File: config.mk
export PLATFORM = sky130hd
export DESIGN_NAME = parity_engine
export DESIGN_NICKNAME = d
export VERILOG_FILES = /design/src/rtl/parity_engine.sv
export SDC_FILE = /design/constraint.sdc
export NUM_CORES = 1
export LEC_CHECK = 0
export CORE_MARGIN = 1
export CORE_UTILIZATION = 51
export CTS_CLUSTER_DIAMETER = 150
export DETAILED_ROUTE_END_ITERATION = 7
export GPL_ROUTABILITY_DRIVEN = 0
export PLACE_DENSITY = 0.82
export REMOVE_ABC_BUFFERS = 1
export SKIP_LAST_GASP = 1
export SLEW_MARGIN = 20
export SYNTH_ARGS = -nofsm -noshare
export SYNTH_HDL_FRONTEND = slang
export SYNTH_SLANG_ARGS = --single-unit
File: constraint.sdc
create_clock -name Clock -period 2.85 [get_ports Clock]
set_clock_uncertainty 0.2 [all_clocks]
set_input_delay 0.855 -clock Clock [delete_from_list [all_inputs] [get_ports Clock]]
set_output_delay 0.855 -clock Clock [all_outputs]
set_load 0.03 [all_outputs]
File: src/rtl/parity_engine.sv
// Serial parity generator/checker: accumulates DATA_WIDTH bits LSB first, produces a
// parity bit in the latched mode, and optionally checks a received parity bit against it.
module parity_engine #(
   parameter int DATA_WIDTH = 8
) (
   input  logic                                  Clock,
   input  logic                                  Reset,
   input  logic [2:0]                            ParityType,
   input  logic                                  Start,
   input  logic                                  Abort,
   input  logic                                  BitValid,
   input  logic                                  BitIn,
   input  logic                                  ParityValid,
   input  logic                                  ParityBitIn,
   output logic                                  Busy,
   output logic                                  ParityOut,
   output logic                                  Done,
   output logic                                  ParityError,
   output logic [$clog2(DATA_WIDTH+1)-1:0]       BitCount
);

   localparam int CNT_W = $clog2(DATA_WIDTH + 1);
   localparam logic [CNT_W-1:0] LAST_IDX = CNT_W'(DATA_WIDTH - 1);

   localparam logic [2:0] M_NONE  = 3'd0;
   localparam logic [2:0] M_ODD   = 3'd1;
   localparam logic [2:0] M_EVEN  = 3'd2;
   localparam logic [2:0] M_SPACE = 3'd4;

   typedef enum logic [1:0] {S_IDLE, S_ACCUM, S_WAIT_PAR, S_DONE} state_t;

   state_t           state_q, state_d;
   logic             acc_q, acc_d;
   logic [CNT_W-1:0] cnt_q, cnt_d;
   logic [2:0]       mode_q, mode_d;
   logic             par_q, par_d;
   logic             err_q, err_d;
   logic             busy_q, busy_d;
   logic             done_q, done_d;

   // Mark and none both drive a 1 so the parity slot idles like a stop bit.
   function automatic logic gen_parity(input logic [2:0] mode, input logic x);
      case (mode)
         M_ODD:   return ~x;
         M_EVEN:  return x;
         M_SPACE: return 1'b0;
         default: return 1'b1;
      endcase
   endfunction

   always_comb begin
      state_d = state_q;
      acc_d   = acc_q;
      cnt_d   = cnt_q;
      mode_d  = mode_q;
      par_d   = par_q;
      err_d   = err_q;
      case (state_q)
         S_IDLE, S_DONE: begin
            if (state_q == S_DONE) state_d = S_IDLE;
            if (Start) begin
               state_d = S_ACCUM;
               acc_d   = 1'b0;
               cnt_d   = '0;
               err_d   = 1'b0;
               mode_d  = (ParityType > M_SPACE) ? M_NONE : ParityType;
            end
         end
         S_ACCUM: begin
            if (Abort) begin
               state_d = S_IDLE;
            end else if (BitValid) begin
               acc_d = acc_q ^ BitIn;
               cnt_d = cnt_q + 1'b1;
               if (cnt_q == LAST_IDX) begin
                  par_d   = gen_parity(mode_q, acc_q ^ BitIn);
                  state_d = (mode_q == M_NONE) ? S_DONE : S_WAIT_PAR;
               end
            end
         end
         S_WAIT_PAR: begin
            if (Abort) begin
               state_d = S_IDLE;
            end else if (ParityValid) begin
               err_d   = ParityBitIn ^ par_q;
               state_d = S_DONE;
            end
         end
         default: state_d = S_IDLE;
      endcase
      busy_d = (state_d == S_ACCUM) || (state_d == S_WAIT_PAR);
      done_d = (state_d == S_DONE);
   end

   always_ff @(posedge Clock) begin
      if (Reset) begin
         state_q <= S_IDLE;
         acc_q   <= 1'b0;
         cnt_q   <= '0;
         mode_q  <= M_NONE;
         par_q   <= 1'b1;
         err_q   <= 1'b0;
         busy_q  <= 1'b0;
         done_q  <= 1'b0;
      end else begin
         state_q <= state_d;
         acc_q   <= acc_d;
         cnt_q   <= cnt_d;
         mode_q  <= mode_d;
         par_q   <= par_d;
         err_q   <= err_d;
         busy_q  <= busy_d;
         done_q  <= done_d;
      end
   end

   assign Busy        = busy_q;
   assign Done        = done_q;
   assign ParityOut   = par_q;
   assign ParityError = err_q;
   assign BitCount    = cnt_q;

endmodule

==> results.md <==
* Status: finished clean
* Critical path buffer and inverter count at 1
* Power Density at 443.9 nW/um^2
* WL/cell at 12.69 um
* Starting Density at 0.5714
* IO Port Bufs at 18
* Hold Fails Final Rpt at 0
* Number of inserted diodes at 0
* # rows at 13
* RSZ-0062 raised after global routing: no
* Setup TNS at 0 ns
* Total global-route track usage at 0.2164
* Vias in the first global route at 589
* Die H at 41.13 um
* Final ANT Viol Nets at 0
* Data required, critical path at 1.80 ns
* Largest net degree at the start of global routing at 13
* Sequential area share after synthesis at 0.3590
* Top-Level Pins at 19
* Synth top area share at 0.3590
* Clk Latency, worst-skew pair at 0.29 ns
* Clock Root Buffer: clkbuf_4
* Post-synth top cells: 14 x dfxtp_1, 13 x nor2_1, 7 x nand2b_1
* Area share of and/or/nand/nor cells after synthesis at 0.2644
* CP Capture Type: primary output
* Crit path DAT at 1.39 ns
* Postcts setup bufs at 0
* Post-synthesis xor/xnor area fraction at 0.05609
* Share of cells above drive strength 1 at 0.06250
* Mapped Cells at 92
* Largest family of logic cells by synthesized area: simple AND/OR/NAND/NOR gates
* Sink Count at 14
* CP max-delay cell: clkdlybuf4s50_1
* Number of synthesized flops with an enable pin at 0
* Leakage at 0.3766 nW
* DR iter-0 viols at 10
* Worst Setup Path Type: flop to primary output
* Chip Width at 41.13 um
* Syn. warnings at 0
* Synthesized area at 780.7 um^2
* Post_cts resized at 0
* Delay of the slowest critical-path stage at 0.69 ns
* Initial antenna violation count at 0
* Post-route worst setup slack at 0.4031 ns
* Adder-cell share of the synthesized area at 0.08013
* Maximum vdd ir drop at 0.0003424 V
* Compound-Gate Fraction of Synth Area at 0.1667
* #FFs+latches synth at 14
* Crit Path Max Fanout at 4
* FILL cells at 119
* CP startpoint kind: flop
* DP HPWL at 1237 um
* Remaining Overflow, GRT at 0
* Ys async rst share at 0
* Initial DRT Pass Iterations at 4
* Nets at 129
* Period utilization at 0.8585
* Pre-CTS setup slack at 0.1350 ns
* First-pass GRT wire length at 2325 um
* Slew at the pin closest to its max-slew limit at 0.4162 ns
* CTS tree: built
* DRC viols at 0
* DRT Wirelength at 1612 um
* Slew headroom at 0.7217
* Synth top area cells: dfxtp_1 36%, ha_1 8.0%, nor2_1 6.3%, nand2b_1 5.6%, xnor2_1 5.6%
* CP delay by family, top: buffers and inverters
* Synth unique cells at 32
* Hold/Removal Path Class: flop to flop
* H-tree Lvls at 1
* Crit path cell chain: clkdlybuf4s50_1
* Mux cell area share after synthesis at 0.03846
* Synth area leader: dfxtp_1
* Die area at 1691 um^2
* Max Fclk at 408.7 MHz
* Via count at 711
* Syn avg cell area at 8.486 um^2
* Post-synth top flop: dfxtp_1
* Via density at 5.598
* Max_cap viols at 0
* CTS max path bufs at 2
* Synth-to-Final Area Change at 29.01%
* CTS clk-pin slew, worst paths at 0.09 ns
* Post-cts hold buffer count at 0
* Most numerous cell in the Yosys netlist: dfxtp_1
* Final setup viols at 0
* CTS buffer count at 3
* Core footprint at 1366 um^2
* Final min period at 2.447 ns
* Max-slew violations at 0
[area by class of cell]
| type | count | area, um^2 | area share |
|---|---|---|---|
| clock buffers | 4 | 36.28 | 0.03602 |
| inverters | 5 | 18.77 | 0.01863 |
| multi-input cells | 71 | 473.0 | 0.4696 |
| flip-flops and latches | 14 | 280.3 | 0.2783 |
| well taps | 15 | 18.77 | 0.01863 |
| repair buffers | 18 | 180.2 | 0.1789 |
[stage by stage]
step,area (um^2),instances,hold slack (ns),power [mW],utilization
after floorplan,772.0,90,0.2643,0.2686,-
after global placement,970.9,123,0.2725,0.3025,0.7106
after detailed placement,970.9,123,0.2821,0.3050,0.7106
after CTS,1007,127,0.3056,0.4509,0.7372
after global routing,1007,127,0.3369,0.4670,0.7372
final,1007,127,0.2946,0.4471,0.7372
[logic make-up (layout without fill, tap and decap cells)]
logic type	Yosys count	in the layout
adders and majority gates	5	5
AOI/OAI and AO/OA	19	19
buffers and inverters	7	27
xor gates and xnor gates	5	5
DFF	14	14
and+or+nand+nor	39	39
muxes	3	3
[report_power, final]
group	internal [mW]	leakage, nW	switching, mW
Sequential	0.203	0.114	0.00686
Clock	0.0778	0.0210	0.0679
Combinational	0.0435	0.242	0.0482
[metal layers]
metal,up-vias,track usage,share of wire
met4,0,0.1210,0.019
met2,14,0.3711,0.48
met3,5,0.04891,0.042
met5,-,0,0
li1,360,-,-
met1,332,0.2434,0.45
[state kept, by name, indices dropped and copies added, names as in the netlist]
signal / flops
Busy: 1
acc_q: 1
BitCount: 4
ParityOut: 1
mode_q: 3
state_q: 2
ParityError: 1
Done: 1
[placed cells by master, fill, tap and decap left out]
master           instances
o21a_1                   1
mux2i_1                  3
a211o_1                  1
a21oi_1                  5
xnor2_1                  5
nor3_1                   4
nand3_1                  2
clkbuf_8                 1
nand4b_1                 1
a211oi_1                 2
o21ai_0                  1
o22ai_1                  1
a311oi_1                 1
clkbuf_4                 3
a22oi_1                  1
nand2_1                  2
or2_2                    2
nor2b_1                  4
nand2b_1                 7
dfxtp_1                 14
o211ai_1                 1
and2_1                   1
nor3b_1                  2
a31oi_1                  1
a21oi_2                  1
a22o_1                   1
ha_1                     5
inv_1                    5
o21bai_1                 1
nor4b_1                  1
a21o_1                   1
clkdlybuf4s50_1         18
nor2_1                  13
[path summary, 6_finish.rpt]
path,cells past startpoint,to,slack (ns),start
max,1,BitCount[0],0.40,BitCount[0]$_SDFFE_PP0P_
min,2,ParityError$_SDFFE_PP0P_,0.29,ParityError$_SDFFE_PP0P_
max reg2reg,7,Busy$_SDFF_PP0_,0.65,state_q[0]$_SDFF_PP0_
min reg2reg,2,ParityError$_SDFFE_PP0P_,0.29,ParityError$_SDFFE_PP0P_
Note: power is estimated with default switching activity, not from simulation.
